`src/rtl/cp0_reg.sv`:
```
// cp0_reg: MIPS CP0 register file (BadVAddr/Count/Compare/Status/Cause/EPC/PRId/Config); MTC0/MFC0 access, exception/ERET commit, timer interrupt
module cp0_reg #(
  parameter logic [31:0] PRID_VAL   = 32'h004C_0102,
  parameter logic [31:0] CONFIG_VAL = 32'h0000_8000
) (
  input  logic        clk,
  input  logic        rst,
  input  logic        we_i,
  input  logic [4:0]  waddr_i,
  input  logic [4:0]  raddr_i,
  input  logic [31:0] data_i,
  input  logic [5:0]  int_i,
  input  logic [31:0] except_type_i,
  input  logic [31:0] current_inst_addr_i,
  input  logic        is_in_delayslot_i,
  input  logic [31:0] badvaddr_i,
  output logic [31:0] data_o,
  output logic [31:0] count_o,
  output logic [31:0] compare_o,
  output logic [31:0] status_o,
  output logic [31:0] cause_o,
  output logic [31:0] epc_o,
  output logic [31:0] badvaddr_o,
  output logic [31:0] config_o,
  output logic [31:0] prid_o,
  output logic        timer_int_o
);
  localparam logic [31:0] STATUS_WMASK = 32'h0000_FF03;
  logic        tick;
  logic        noexc, eret, exc, adr;
  logic [4:0]  exc_code;
  logic        wr_count, wr_compare, wr_status, wr_cause, wr_epc;
  always_comb begin
    noexc    = except_type_i == 32'h0;
    eret     = except_type_i == 32'he;
    adr      = except_type_i == 32'h4 || except_type_i == 32'h5;
    exc      = except_type_i == 32'h1 || adr || except_type_i == 32'h8 || except_type_i == 32'h9 ||
               except_type_i == 32'ha || except_type_i == 32'hc;
    exc_code = except_type_i == 32'h1 ? 5'h00 : except_type_i[4:0];
    wr_count   = we_i && noexc && waddr_i == 5'd9;
    wr_compare = we_i && noexc && waddr_i == 5'd11;
    wr_status  = we_i && noexc && waddr_i == 5'd12;
    wr_cause   = we_i && noexc && waddr_i == 5'd13;
    wr_epc     = we_i && noexc && waddr_i == 5'd14;
  end
  always_ff @(posedge clk) begin
    if (rst) begin
      tick        <= 1'b0;
      count_o     <= '0;
      compare_o   <= '0;
      status_o    <= 32'h0040_0000;
      cause_o     <= '0;
      epc_o       <= '0;
      badvaddr_o  <= '0;
      timer_int_o <= 1'b0;
    end else begin
      tick    <= ~tick;
      count_o <= wr_count ? data_i : count_o + {31'b0, tick};
      if (compare_o != 32'h0 && count_o == compare_o) timer_int_o <= 1'b1;
      if (wr_compare) begin
        compare_o   <= data_i;
        timer_int_o <= 1'b0;
      end
      cause_o[15:10] <= int_i;
      cause_o[30]    <= timer_int_o;
      if (wr_status) status_o <= (status_o & ~STATUS_WMASK) | (data_i & STATUS_WMASK);
      if (wr_cause) cause_o[9:8] <= data_i[9:8];
      if (wr_epc) epc_o <= data_i;
      // A nested exception (EXL already set) keeps the original return point.
      if (exc) begin
        if (!status_o[1]) begin
          epc_o       <= is_in_delayslot_i ? current_inst_addr_i - 32'd4 : current_inst_addr_i;
          cause_o[31] <= is_in_delayslot_i;
        end
        status_o[1]  <= 1'b1;
        cause_o[6:2] <= exc_code;
        if (adr) badvaddr_o <= badvaddr_i;
      end else if (eret) status_o[1] <= 1'b0;
    end
  end
  assign prid_o   = PRID_VAL;
  assign config_o = CONFIG_VAL;
  always_comb
    data_o = raddr_i == 5'd8  ? badvaddr_o :
             raddr_i == 5'd9  ? count_o :
             raddr_i == 5'd11 ? compare_o :
             raddr_i == 5'd12 ? status_o :
             raddr_i == 5'd13 ? cause_o :
             raddr_i == 5'd14 ? epc_o :
             raddr_i == 5'd15 ? prid_o :
             raddr_i == 5'd16 ? config_o : 32'h0;
endmodule

```
`config.mk`:
```
export PLATFORM = sky130hd
export DESIGN_NAME = cp0_reg
export DESIGN_NICKNAME = d
export VERILOG_FILES = /design/src/rtl/cp0_reg.sv
export SDC_FILE = /design/constraint.sdc
export NUM_CORES = 1
export LEC_CHECK = 0
export ABC_AREA = 1
export CAP_MARGIN = 5
export CORE_MARGIN = 4
export CORE_UTILIZATION = 37
export CTS_CLUSTER_SIZE = 30
export DETAILED_ROUTE_END_ITERATION = 10
export PLACE_DENSITY = 0.77
export SYNTH_ARGS = -nofsm -noshare
export SYNTH_HDL_FRONTEND = slang
export SYNTH_SLANG_ARGS = --single-unit
```
`constraint.sdc`:
```
create_clock -name clk -period 2.4 [get_ports clk]
set_clock_uncertainty 0.1 [all_clocks]
set_input_delay 0.48 -clock clk [delete_from_list [all_inputs] [get_ports clk]]
set_output_delay 0.48 -clock clk [all_outputs]
set_load 0.05 [all_outputs]
```
==> metrics.txt <==
hold buffer count at CTS 0; max_cap viols 0; Routed WL 50000 um; Finished Cell Area 15700 um^2; FF-to-FF End count_o[27]; HP Class reg2reg; cell count of the worst hold path 1; Hold EP tick; slack of the critical path -0.0782 ns; layout cell share with drive strength beyond 1 15.1%; Final Net Count 2225; CTS tree built; Rows 60; WL/cell 20.6 um; YS warnings 0; DRC Markers 0; H-tree depth 4; Placed Instance Area 14800 um^2; dpl ws -0.632 ns; initial DRC count 1400; status finished with violations; Tot Pwr 6.45 mW; Sw Ratio 31.1%; met3 Usage GRT 7.46%; initial antenna violation count 0; vias per cell 5.21; GR Layer Usage met1 40.4%; combinational power share 17.4%; Final Cycle Share 103%; fin util 58.3%; Die Width 173 um; crit path kind in2out; DP HPWL 40100 um; cell-internal power 4.45 mW; sequential power share 40.1%; Slew headroom 57.0%; die height 173 um; Slew Viols, Final 0; ANT nets after route 0; Clk Latency, worst-skew pair 0.44 ns; Hold Vio Cnt, Final 0; Switching Power 2.01 mW; CTS sink count 155; Filler cells 2527; register-to-register setup slack 0.21 ns; Ant. Diodes 0; sequential fraction of the synthesis area 30.6%; PwrDens 411 nW/um^2; CP max FO 11; Post-Syn Area per Cell 6.24 um^2; Distinct cells, synth 39; core area 27000 um^2; Clk pin slew, worst setup/hold paths 0.07 ns; crit end category output port; largest net degree at the start of global routing 80; Die ar. 30100 um^2; Final min period 2.48 ns; unrepaired setup endpoints after global routing true; type of origin of the critical path primary input; synthesized flop and latch total 155; Boundary Pins 437; Post-Layout Cell Count 2428; # setup viols final 28; worst r2r path cells 10; All-Layer GR Usage 31.4%; WHS 0.327 ns; Post-Synthesis Cells 1623; port bufs 333; DP Cell Count 2383; DR pass1 iterations 6; RR Startpoint count_o[0]; total number of vias 12.7k; setup_tns -0.893 ns; M2 GR Usage 50.2%; Num CTS Buffers 17; RePlAce Congestion 1.01; cell leakage power 6.97 nW; Post-Syn Area 10100 um^2; gr ovfl total 0; Max rail drop VDD 0.382 mV; clock buffer depth 2; area grow syn2layout 55.1%; worst slew pin tran 0.643 ns; violated checks setup timing; Initial Utilization 37.6%; GR peak layer met2; clock share of power 42.5%; vias in the first global route 11.9k; worst endpoint required time 1.82 ns; fmax 404 MHz; CTS Root Cell clkbuf_16; CP Data Arrival Time 1.90 ns; global-route wire length before repair 73200 um; hold path startpoint tick
[cell usage after synthesis (all sizes together)]
master | instances | area, um^2
a211oi | 1 | 7.51
a21oi | 78 | 390
a221oi | 6 | 52.6
a32o | 7 | 70.1
and3 | 1 | 6.26
buf | 120 | 858
clkbuf | 45 | 170
clkinv | 3 | 11.3
conb | 2 | 7.51
dfxtp | 155 | 3100
ha | 3 | 37.5
inv | 152 | 571
nand2 | 393 | 1480
nand3 | 106 | 531
nand3b | 6 | 45.0
nand4 | 40 | 250
nor2 | 272 | 1030
nor3 | 33 | 175
nor3b | 7 | 63.8
nor4 | 13 | 93.8
o2111ai | 9 | 78.8
o211ai | 4 | 30.0
o21a | 1 | 7.51
o21ai | 105 | 529
o21bai | 1 | 7.51
or2 | 1 | 6.26
xnor2 | 20 | 175
xor2 | 39 | 342
[power groups by stage]
stage | combinational (mW) | clock, mW | sequential, mW
2_1_floorplan | 0.680 | 0 | 2.68
3_3_place_gp | 1.07 | 0 | 2.65
3_5_place_dp | 1.08 | 0 | 2.65
4_1_cts | 1.10 | 2.75 | 2.59
5_1_grt | 1.17 | 2.86 | 2.59
6_report | 1.12 | 2.74 | 2.59
[registers in the layout (all words and copies together) (netlist names)]
register     cells
badvaddr_o      32
compare_o       32
count_o         32
epc_o           32
cause_o         15
status_o        10
tick             1
timer_int_o      1
[placed cells by master, fill, tap and decap left out, types with 78 or more instances in the layout]
cell	instances
nor2_1	263
a21oi_1	78
nand2_1	382
conb_1	103
buf_4	166
inv_1	146
nand3_1	103
o21ai_0	101
dfxtp_1	155
clkdlybuf4s50_1	242
[cell families (layout without fill, tap and decap cells)]
| group | count (synthesis) | count (layout) | share of synthesized area, % |
|---|---|---|---|
| simple gates | 872 | 872 | 36.3 |
| xor+xnor | 59 | 59 | 5.10 |
| other cells | 2 | 103 | 0.0741 |
| buf+inv | 320 | 683 | 15.9 |
| flops | 155 | 155 | 30.6 |
| compound gates | 212 | 212 | 11.6 |
| fa+ha+maj | 3 | 3 | 0.371 |
[per-layer routing]
metal,vias up,share of wire (%)
li1,5925,-
met1,5794,40
met2,799,46
met3,134,9.9
met4,0,4.5
met5,-,0
[final cells by class]
cell class              instances  area [um^2]  share of cell area (%)
clock buffers                  19          443                    2.82
repair buffers                496         5030                    32.1
flip-flops and latches        155         3100                    19.8
inverters                     155          588                    3.74
clock inverters                13          131                   0.836
multi-input cells            1249         5980                    38.1
well taps                     341          427                    2.72
[repair_timing]
| action | in CTS | in global routing |
|---|---|---|
| setup buffers | 7 | 4 |
| setup endpoints to repair | 46 | 73 |
| pin swaps | 14 | 14 |
| gates resized for setup | 69 | 40 |
| cloned | 3 | 1 |
[worst max-delay path, cell delays in order]
cell and delay (ns):
buf_8 0.10, buf_6 0.11, nor2_4 0.11, nand2_4 0.08, buf_4 0.15, nor2_4 0.15
buf_12 0.16, buf_12 0.14, nand2_1 0.06, nand4_1 0.17, buf_12 0.17
[how the worst max path moves through the flow]
stage	from	endpoint
2_1_floorplan	raddr_i[4]	data_o[16]
3_3_place_gp	raddr_i[3]	data_o[15]
3_5_place_dp	raddr_i[3]	data_o[15]
4_1_cts	raddr_i[2]	data_o[5]
5_1_grt	raddr_i[4]	data_o[6]
6_report	raddr_i[4]	data_o[19]
(Power assumes the default switching activity.)
